**config.mk**
```make
export PLATFORM = sky130hd
export DESIGN_NAME = solid_map_loader
export DESIGN_NICKNAME = d
export VERILOG_FILES = /design/src/rtl/solid_map_loader_pkg.sv /design/src/rtl/solid_map_loader_tile_flag_rom.sv /design/src/rtl/solid_map_loader.sv
export SDC_FILE = /design/constraint.sdc
export NUM_CORES = 1
export LEC_CHECK = 0
export CAP_MARGIN = 20
export CORE_MARGIN = 5
export CORE_UTILIZATION = 43
export CTS_CLUSTER_SIZE = 25
export DETAILED_ROUTE_END_ITERATION = 10
export GPL_ROUTABILITY_DRIVEN = 0
export GPL_TIMING_DRIVEN = 1
export PLACE_DENSITY = 0.75
export SYNTH_ARGS = -nofsm -noshare
export SYNTH_HDL_FRONTEND = slang
export SYNTH_SLANG_ARGS = --single-unit
```
**constraint.sdc**
```tcl
create_clock -name i_clk -period 2.6 [get_ports i_clk]
set_clock_uncertainty 0.15 [all_clocks]
set_input_delay 0.52 -clock i_clk [delete_from_list [all_inputs] [get_ports i_clk]]
set_output_delay 0.52 -clock i_clk [all_outputs]
set_load 0.01 [all_outputs]
```
**src/rtl/solid_map_loader_pkg.sv**
```systemverilog
// Shared types and constants for the solid-map loader: room geometry,
// loader FSM state encoding and the sprite-flag helper used by the flag ROM.
package solid_map_loader_pkg;

   localparam int ROOM_TILES  = 16;
   localparam int TILE_PX     = 8;
   localparam int MAP_W_TILES = 128;

   typedef enum logic [2:0] {
      LD_IDLE  = 3'd0,
      LD_FETCH = 3'd1,
      LD_WAIT  = 3'd2,
      LD_WRITE = 3'd3,
      LD_DONE  = 3'd4
   } loader_state;

   // Sprite-flag table: ids 0x10..0x3F are wall tiles and 0xFF is the
   // boundary tile; both carry the solid flag in bit 0. The upper bits
   // carry the id's own attribute bits through unchanged.
   function automatic logic [7:0] sprite_flags(input logic [7:0] i_id);
      logic [7:0] w_f;
      w_f = {i_id[7:1], 1'b0};
      case (i_id[7:4])
         4'h1, 4'h2, 4'h3: w_f = {i_id[7:1], 1'b1};
         4'hF:             w_f = (i_id == 8'hFF) ? 8'hFF : {i_id[7:1], 1'b0};
         default:          w_f = {i_id[7:1], 1'b0};
      endcase
      return w_f;
   endfunction

endpackage

```
**src/rtl/solid_map_loader_tile_flag_rom.sv**
```systemverilog
// Combinational tile-id to flag-byte lookup, backed by the sprite-flag table.
module tile_flag_rom
   import solid_map_loader_pkg::*;
(
   input  logic [7:0] i_tile_id,
   output logic [7:0] o_flags
);

   logic [7:0] w_flags;

   // Table lookup; pure combinational so the loader can sample it on the
   // same cycle the ROM data becomes valid.
   always_comb begin
      w_flags = 8'h00;
      w_flags = sprite_flags(i_tile_id);
   end

   assign o_flags = w_flags;

endmodule

```
**src/rtl/solid_map_loader.sv**
```systemverilog
// Solid-map writer: on a room load, walks the room's 16x16 tiles in
// row-major order, fetches each tile id from the level ROM, looks up its
// solid flag and writes eight 8-pixel row segments per tile.
module solid_map_loader
   import solid_map_loader_pkg::*;
#(
   parameter int ROM_LATENCY = 1,
   parameter int FLAG_BIT    = 0
)
(
   input  logic        i_clk,
   input  logic        i_rst,
   input  logic        i_start,
   input  logic [4:0]  i_room,
   output logic        o_busy,
   output logic        o_done,
   output logic [12:0] o_rom_addr,
   input  logic [7:0]  i_rom_data,
   output logic        o_wr_en,
   output logic [6:0]  o_wr_x,
   output logic [6:0]  o_wr_y,
   output logic [7:0]  o_wr_bits
);

   // Last value of the WAIT counter: data is valid ROM_LATENCY cycles after
   // the address appears in FETCH, i.e. on WAIT cycle ROM_LATENCY-1.
   localparam logic [1:0] LAT_LAST  = 2'(ROM_LATENCY - 1);
   localparam logic [3:0] TILE_LAST = 4'(ROOM_TILES - 1);
   localparam logic [7:0] FLAG_MASK = 8'(8'h01 << FLAG_BIT);

   loader_state r_state;
   logic [4:0]  r_room;
   logic [3:0]  r_tx;
   logic [3:0]  r_ty;
   logic [2:0]  r_r;
   logic [1:0]  r_lat;
   logic        r_busy;
   logic        r_done;
   logic [12:0] r_rom_addr;
   logic        r_wr_en;
   logic [6:0]  r_wr_x;
   logic [6:0]  r_wr_y;
   logic [7:0]  r_wr_bits;

   logic [7:0]  w_flags;
   logic        w_solid;
   logic [3:0]  w_tx_next;
   logic [3:0]  w_ty_next;
   logic        w_last_tile;
   logic        w_lat_last;

   tile_flag_rom u_flag_rom (
      .i_tile_id (i_rom_data),
      .o_flags   (w_flags)
   );

   // Next-tile arithmetic and end-of-scan / end-of-wait detection.
   always_comb begin
      w_solid     = |(w_flags & FLAG_MASK);
      w_tx_next   = r_tx + 4'd1;
      w_ty_next   = (r_tx == TILE_LAST) ? (r_ty + 4'd1) : r_ty;
      w_last_tile = (r_tx == TILE_LAST) && (r_ty == TILE_LAST);
      w_lat_last  = (r_lat == LAT_LAST);
   end

   // Loader FSM with registered outputs: every output is set on the edge
   // that enters the state in which it must be visible.
   always_ff @(posedge i_clk) begin
      if (i_rst) begin
         r_state    <= LD_IDLE;
         r_room     <= 5'd0;
         r_tx       <= 4'd0;
         r_ty       <= 4'd0;
         r_r        <= 3'd0;
         r_lat      <= 2'd0;
         r_busy     <= 1'b0;
         r_done     <= 1'b0;
         r_rom_addr <= 13'd0;
         r_wr_en    <= 1'b0;
         r_wr_x     <= 7'd0;
         r_wr_y     <= 7'd0;
         r_wr_bits  <= 8'd0;
      end else begin
         case (r_state)
            LD_IDLE: begin
               r_done <= 1'b0;
               if (i_start) begin
                  r_state    <= LD_FETCH;
                  r_room     <= i_room;
                  r_tx       <= 4'd0;
                  r_ty       <= 4'd0;
                  r_r        <= 3'd0;
                  r_busy     <= 1'b1;
                  r_rom_addr <= {i_room[4:3], 4'd0, i_room[2:0], 4'd0};
               end else begin
                  r_state <= LD_IDLE;
               end
            end
            LD_FETCH: begin
               r_state <= LD_WAIT;
               r_lat   <= 2'd0;
            end
            LD_WAIT: begin
               if (w_lat_last) begin
                  r_state   <= LD_WRITE;
                  r_r       <= 3'd0;
                  r_wr_en   <= 1'b1;
                  r_wr_bits <= w_solid ? 8'hFF : 8'h00;
                  r_wr_x    <= {r_tx, 3'b000};
                  r_wr_y    <= {r_ty, 3'b000};
               end else begin
                  r_lat <= r_lat + 2'd1;
               end
            end
            LD_WRITE: begin
               if (r_r == 3'd7) begin
                  r_wr_en   <= 1'b0;
                  r_wr_bits <= 8'h00;
                  if (w_last_tile) begin
                     r_state <= LD_DONE;
                     r_done  <= 1'b1;
                     r_busy  <= 1'b0;
                  end else begin
                     r_state    <= LD_FETCH;
                     r_tx       <= w_tx_next;
                     r_ty       <= w_ty_next;
                     r_rom_addr <= {r_room[4:3], w_ty_next, r_room[2:0], w_tx_next};
                  end
               end else begin
                  r_r    <= r_r + 3'd1;
                  r_wr_y <= {r_ty, r_r + 3'd1};
               end
            end
            LD_DONE: begin
               r_state <= LD_IDLE;
               r_done  <= 1'b0;
            end
            default: begin
               r_state   <= LD_IDLE;
               r_busy    <= 1'b0;
               r_done    <= 1'b0;
               r_wr_en   <= 1'b0;
               r_wr_bits <= 8'h00;
            end
         endcase
      end
   end

   assign o_busy     = r_busy;
   assign o_done     = r_done;
   assign o_rom_addr = r_rom_addr;
   assign o_wr_en    = r_wr_en;
   assign o_wr_x     = r_wr_x;
   assign o_wr_y     = r_wr_y;
   assign o_wr_bits  = r_wr_bits;

endmodule

```
Yosys cells after proc, flatten, opt, wreduce, memory -nomap -nowiden --
Cells that the tools add are included.
Word-level totals: bits of input ports 16, output and inout port bits 38, bits in registers 56, logic and storage cells 102
Operators by class: multiplexer cells 42, bitwise logic cells 3, add/sub/neg operators 4, reduce and logical (&&, ||, !) cells 21, eq/ne operators 19
Operator list (count):
- $mux W13 | 3
- $pmux W13 S2 | 1
- $mux W4 | 6
- $mux W8 | 3
- $pmux W8 S3 | 1
- $mux W3 | 6
- $pmux W4 S2 | 2
- $mux W7 | 2
- $ne A2 B2 Y1 const B | 7
- $pmux W7 S2 | 1
- $eq A4 B4 Y1 const B | 3
- $pmux W3 S4 | 1
- $reduce_and A4 Y1 | 3
- $mux W1 | 9
- $pmux W3 S3 | 1
- $reduce_and A3 Y1 | 3
- $reduce_or A3 Y1 | 3
- $add A4 B1 Y4 const B | 2
- $eq A4 B2 Y1 const B | 2
- $eq A8 B8 Y1 const B | 1
- $reduce_and A2 Y1 | 4
- $eq A3 B2 Y1 const B | 2
- $eq A3 B3 Y1 const B | 2
- $pmux W1 S3 | 2
- 14 further kinds | 19

Logic depth before layout (Yosys ltp) --
Gate-level depths: netlist of the first run.
depth after elaboration 6, depth in mapped cells 7

Modules after synthesis --
Synthesis of the first run repeated with hierarchy kept, for this count alone.
Unflattened totals: cell total of the unflattened synthesis 226, area, all modules 2009.4 um^2
Modules (own cells, without submodules):
- solid_map_loader | times used 1, area an instance 1950.6 um^2, cells an instance 215, sequential area each 820.8 um^2
- tile_flag_rom | times used 1, area an instance 58.8 um^2, cells an instance 11, sequential area each 0.0 um^2

Worst setup path after synthesis of the first run --
No wires, ideal clock.
kind reg-to-reg, start point reg r_r[0], end point reg r_ty[0], arrival time 1556 ps, required time 2329 ps, setup slack 773 ps, library setup time 121 ps, buffers on the path 1, cell stages (with the launch flop) 8, cells stage by stage dfxtp_1 > ha_1 > ha_1 > clkbuf_1 > and3_1 > o211ai_1 > nor2_1 > mux2_2
Between the ends: word-level cells in the longest chain between the ends 3
RTL lines:
- start: declaration | RTL line solid_map_loader.sv:35 | logic [2:0] r_r;
- start signal: assignment | RTL line solid_map_loader.sv:130 | r_r <= r_r + 3'd1;
- $eq A3 B3 Y1 | RTL line solid_map_loader.sv:116 | if (r_r == 3'd7) begin
- $ne A2 B2 Y1 (no line)
- $reduce_and A4 Y1 (no line)
- end signal: assignment | RTL line solid_map_loader.sv:126 | r_ty <= w_ty_next;
- end: declaration | RTL line solid_map_loader.sv:34 | logic [3:0] r_ty;
No other way between the ends. A chain may end at the register's enable or synchronous reset.

Final worst setup path of the first run --
Ends and elaborated chain as after synthesis.

==> results of run 1 <==
==> synth_stat cells (3+ instances only) <==
cell | instances | area share [%]
dfxtp_1 | 41 | 42
nor2_1 | 25 | 4.8
nand2_1 | 20 | 3.8
a21oi_1 | 14 | 3.6
mux2i_1 | 14 | 7.1
nand3_1 | 13 | 3.3
buf_4 | 10 | 3.8
o21ai_0 | 8 | 2.0
clkbuf_1 | 7 | 1.3
ha_1 | 5 | 3.2
buf_2 | 4 | 1.0
a21o_1 | 3 | 1.1
a22o_1 | 3 | 1.3
a311oi_2 | 3 | 2.3
inv_1 | 3 | 0.57
nand3b_1 | 3 | 1.1
nand4_1 | 3 | 0.95
nor2_2 | 3 | 0.95
nor2b_1 | 3 | 0.95
==> final cells by class <==
class | instances | area (sq um) | area share, %
well taps | 52 | 65.06 | 2.550
clock inverters | 1 | 30.03 | 1.177
clock buffers | 7 | 86.33 | 3.384
repair buffers | 54 | 530.5 | 20.79
flip-flops and latches | 41 | 820.8 | 32.17
inverters | 3 | 11.26 | 0.4414
multi-input cells | 156 | 1007 | 39.48
==> power groups by stage <==
stage / sequential [W] / clock [W] / combinational [W]
6_report: 0.000702 / 0.000525 / 0.000255
3_5_place_dp: 0.000716 / 0 / 0.000257
5_1_grt: 0.000708 / 0.000573 / 0.000279
2_1_floorplan: 0.000699 / 0 / 0.000187
3_3_place_gp: 0.000715 / 0 / 0.000252
4_1_cts: 0.000701 / 0.000540 / 0.000259
==> cell families (layout without fill, tap and decap cells) <==
kind of cell	after synthesis	in the layout	share of synthesized area, %
simple gates	85	85	22.02
compound gates	46	46	16.63
flops	41	41	41.62
buf+inv	26	65	7.677
mux	16	16	8.248
fa+ha+maj	5	5	3.173
other cells	1	3	0.1902
xor+xnor	1	1	0.4442
==> metal layers <==
| metal | GRT usage, % | vias up |
|---|---|---|
| li1 | - | 849 |
| met1 | 17.86 | 763 |
| met2 | 23.46 | 49 |
| met3 | 5.324 | 5 |
| met4 | 5.842 | 0 |
| met5 | 0 | - |
==> flip-flops by register name, summed over array words and instances (netlist names) <==
name        cells
o_wr_bits       1
r_room          5
o_wr_en         1
r_state         3
r_ty            3
o_busy          1
o_wr_y          7
r_tx            3
r_r             3
o_rom_addr      7
o_wr_x          4
o_done          1
r_lat           2
==> stage by stage <==
| stage | utilization [%] | cell area, sq um |
|---|---|---|
| finish | 57.79 | 2551 |
| global route | 57.79 | 2551 |
| CTS | 57.79 | 2551 |
| detailed placement | 55.16 | 2435 |
| global placement | 55.16 | 2435 |
| floorplan | - | 1979 |
==> path summary, 6_finish.rpt <==
| kind | slack, ps | to | cells past startpoint | startpoint |
|---|---|---|---|---|
| max reg2reg | 490 | r_ty[0] | 6 | r_r[0] |
| min | 320 | o_wr_y[2] | 2 | o_wr_y[2] |
| max | 490 | r_ty[0] | 6 | r_r[0] |
| min reg2reg | 320 | o_wr_y[2] | 2 | o_wr_y[2] |
==> worst reg2reg max path, stage by stage, from the launching register on <==
cell,delay (ps)
dfxtp_1,350
ha_1,160
ha_1,360
and4b_1,270
o22a_4,270
a21oi_1,140
mux2_2,290
==> results.sh, run 1 <==
export IMPL_run_status="finished clean"
export IMPL_critical_path_top_delay_family="adder cells"
export IMPL_cellPowerDensity_nw_per_um2=580.7
export IMPL_wirelength_mm=4.424
export IMPL_path_clk_slew_ps=80
export IMPL_drt_iter0_drc=164
export IMPL_hold_class="reg -> reg"
export IMPL_netlist_instances=221
export IMPL_leakagePower_nw=0.9840
export IMPL_grt_setup_unrepaired="false"
export IMPL_path_cells="ha_1 > ha_1 > and4b_1 > o22a_4 > a21oi_1 > mux2_2"
export IMPL_slew_headroom_pct=54.55
export IMPL_p_int_w=0.001104
export IMPL_synthFlopType="dfxtp_1"
export IMPL_yosysSeqAreaShare_pct=41.62
export IMPL_setup_viol=0
export IMPL_drc=0
export IMPL_grt_pass1_vias=1600
export IMPL_numCtsBuffers=5
export IMPL_fin_cells=314
export IMPL_num_rows=24
export IMPL_floorplan_initialDensity_pct=44.67
export IMPL_maxCapViolations=0
export IMPL_fill_cells=398
export IMPL_clock_path_buffers=2
export IMPL_final_cell_mix="clkdlybuf4s50_1 (50), dfxtp_1 (41), nor2_1 (25)"
export IMPL_layout_nets=282
export IMPL_die_y_um=77.72
export IMPL_avgSynthCellArea_sq_um=8.923
export IMPL_power_frac_clock_pct=35.4
export IMPL_avgRoutedWirePerCell_um=14.09
export IMPL_core_area_sq_um=4414
export IMPL_setup_tns_ps=0
export IMPL_dp_cells=306
export IMPL_ctsHoldBuffers=0
export IMPL_slew_violations=0
export IMPL_place_ws_ps=298.6
export IMPL_wl_met1_mm=2.041
export IMPL_drt_pre_antenna_iters=4
export IMPL_ctsResizeCount=0
export IMPL_fin_crit_sh_pct=80.97
export IMPL_ir_worst_vdd_mv=0.3426
export IMPL_critPathSlowestCell="ha_1"
export IMPL_fin_hold_ws_ps=317.7
export IMPL_ant_nets=0
export IMPL_p_seq_share_pct=47.4
export IMPL_antenna_found_initial=0
export IMPL_synth_edf_count=0
export IMPL_viasPerCell=5.306
export IMPL_post_route_cells_drive_above_1_share_pct=9.160
export IMPL_worstPathRequired_ps=2630
export IMPL_yosysUniqueCellTypes=46
export IMPL_grt_overflow=0
export IMPL_critical_path_class="reg -> reg"
export IMPL_route_met2_wl_mm=1.998
export IMPL_wl_met3_um=326
export IMPL_hold_violations=0
export IMPL_io_pin_count=54
export IMPL_area_growth_pct=29.38
export IMPL_min_period_ps=2105
export IMPL_hpwl_mm=3.092
export IMPL_cp_end_kind="flop"
export IMPL_cts_setup_buffers=0
export IMPL_portBuffers=50
export IMPL_yosysWarnings=0
export IMPL_path_common_cell="ha_1"
export IMPL_crit_fanout=17
export IMPL_synth_seq_cells=41
export IMPL_worst_slew_pin_slew_ps=680.8
export IMPL_ys_async_sr_fraction_pct=0
export IMPL_syn_cell_area_sq_um=1972
export IMPL_p_sw_w=0.0003771
export IMPL_startpoint_type="flop"
export IMPL_htree_levels=2
export IMPL_diodes=0
export IMPL_pwr_share_comb_pct=17.2
export IMPL_fmax_mhz=475.0
export IMPL_cts_tree="yes"
export IMPL_track_usage_pct=14.68
export IMPL_grt_pass1_wl_mm=7.272
export IMPL_fin_ws_ps=494.9
export IMPL_grt_max_degree=36
export IMPL_worstSkewPairLatency_ps=290
export IMPL_die_w_um=77.72
export IMPL_critical_path_max_stage_delay_ps=360
export IMPL_worst_path_buf_inv=0
export IMPL_switching_share_pct=25.45
export IMPL_routed_top_layer="met4"
export IMPL_vias=1666
export IMPL_p_total_w=0.001482
export IMPL_worst_ep_arrival_time_ps=2140
export IMPL_clock_sinks=41
export IMPL_die_area_sq_um=6040
export IMPL_root_buffer="clkbuf_8"
export IMPL_final_common_cell="clkdlybuf4s50_1"
Power figures use the tool's default switching activity.
==> run 2: changes to the inputs <==
PLACE_DENSITY = 0.77   (was 0.75)
clock period = 1.9 ns   (was 2.6 ns; I/O delays follow)
==> results.sh, run 2 (synthesized netlist as in run 1, its figures left out) <==
export IMPL_setup_viol=0
export IMPL_fmax_mhz=543.3
export IMPL_fin_crit_sh_pct=96.88
export IMPL_avgRoutedWirePerCell_um=13.92
export IMPL_fill_cells=385
export IMPL_drt_pre_antenna_iters=4
export IMPL_vias=1789
export IMPL_path_cells="ha_1 > ha_2 > and3_1 > o211ai_1 > buf_4 > o32ai_1"
export IMPL_run_status="finished clean"
export IMPL_critPathLaunch="r_r[0]"
export IMPL_diodes=0
export IMPL_die_y_um=77.72
export IMPL_cts_tree="yes"
export IMPL_hpwl_mm=3.314
export IMPL_hold_start="o_wr_en"
export IMPL_hold_violations=0
export IMPL_floorplan_initialDensity_pct=44.67
export IMPL_critical_path_max_stage_delay_ps=370
export IMPL_worstPathRequired_ps=1960
export IMPL_grt_use_met1_pct=18.47
export IMPL_area_growth_pct=37.50
export IMPL_final_cell_mix="clkdlybuf4s50_1 (49), dfxtp_1 (37), nor2_1 (24)"
export IMPL_reg2reg_from="r_r[0]"
export IMPL_io_pin_count=54
export IMPL_numCtsBuffers=5
export IMPL_drt_iter0_drc=97
export IMPL_grt_max_degree=26
export IMPL_num_rows=24
export IMPL_clock_path_buffers=2
export IMPL_worstSkewPairLatency_ps=300
export IMPL_grt_util_met2_pct=27.05
export IMPL_critical_path_class="reg -> reg"
export IMPL_htree_levels=2
export IMPL_place_ws_ps=-108.0
export IMPL_cp_end_kind="flop"
export IMPL_slew_violations=0
export IMPL_grt_pass1_vias=1739
export IMPL_dp_cells=323
export IMPL_layout_nets=299
export IMPL_min_period_ps=1841
export IMPL_crit_fanout=6
export IMPL_critical_path_top_delay_family="compound AO/OA/AOI/OAI gates"
export IMPL_leakagePower_nw=1.091
export IMPL_root_buffer="clkbuf_8"
export IMPL_wirelength_mm=4.607
export IMPL_grt_util_met3_pct=5.093
export IMPL_die_area_sq_um=6040
export IMPL_grt_most_used_layer="met2"
export IMPL_grt_pass1_wl_mm=7.831
export IMPL_worst_ep_arrival_time_ps=1900
export IMPL_post_route_cells_drive_above_1_share_pct=17.56
export IMPL_grt_overflow=0
export IMPL_viasPerCell=5.405
export IMPL_final_common_cell="clkdlybuf4s50_1"
export IMPL_startpoint_type="flop"
export IMPL_cts_setup_buffers=0
export IMPL_cellPowerDensity_nw_per_um2=770.6
export IMPL_fin_ws_ps=59.25
export IMPL_worst_path_buf_inv=1
export IMPL_portBuffers=50
export IMPL_critPathSlowestCell="dfxtp_1"
export IMPL_die_w_um=77.72
export IMPL_drc=0
export IMPL_ir_worst_vdd_mv=0.4365
export IMPL_hold_class="reg -> reg"
export IMPL_core_area_sq_um=4414
export IMPL_fin_cells=331
export IMPL_maxCapViolations=0
export IMPL_track_usage_pct=15.77
export IMPL_ctsHoldBuffers=0
export IMPL_ant_nets=0
export IMPL_clock_sinks=41
export IMPL_path_clk_slew_ps=80
export IMPL_antenna_found_initial=0
## run 2: cell types whose count changed in the layout (fill, tap and decap cells not counted), sizes merged
| cell | delta |
|---|---|
| dlymetal6s2s | +1 |
| clkdlybuf4s50 | -1 |
| buf | +17 |
| clkbuf | -1 |
| clkinvlp | +1 |
## run 2: layer usage
| layer | wire, um | share of wire [%] |
|---|---|---|
| met1 | 1983 | 43 |
| met2 | 2194 | 48 |
| met3 | 367 | 8.0 |
| met4 | 61 | 1.3 |
| met5 | 0 | 0 |
## run 2: worst reg2reg max path: stages, from the launching register on
cell	delay (ps)
dfxtp_1	370
ha_1	170
ha_2	230
and3_1	230
o211ai_1	190
buf_4	190
o32ai_1	240
## run 2: area by class of cell
type,count,area (sq um),share of cell area (%)
timing repair buffer,71,673.1,24.83
inverter,3,11.26,0.4153
clock buffer,6,82.58,3.046
sequential,41,825.8,30.46
clock inverter,2,37.54,1.384
multi-input combinational,156,1016,37.47
tap,52,65.06,2.400
## run 2: path summary, 6_finish.rpt
check | slack, ps | endpoint | cells past startpoint
min | 320 | o_wr_en | 2
max | 60 | o_rom_addr[3] | 6
min reg2reg | 320 | o_wr_en | 2
max reg2reg | 60 | o_rom_addr[3] | 6
## run 2: per-stage QoR
step	TNS [ps]	hold WS (ps)	total power, W	util, %	instance area [sq um]
3_5_place_dp	-755.0	310.1	0.001371	58.33	2575
3_3_place_gp	-450.2	306.9	0.001362	58.33	2575
4_1_cts	0	320.9	0.002114	61.05	2695
6_report	0	317.5	0.002089	61.42	2711
5_1_grt	-1.026	336.4	0.002188	61.42	2711
2_1_floorplan	0	303.5	0.001211	-	1979
## run 2: what timing repair did
action | 4_1_cts | 5_1_grt
endpoints found under the setup margin | 0 | 22
hold endpoints to repair | 0 | 0
gates resized for setup | 0 | 8
## run 2: power breakdown
part / switching [W] / internal, W
clock: 0.000308 / 0.000427
combinational: 0.000192 / 0.000216
sequential: 0.0000447 / 0.000901
total: 0.000545 / 0.00154
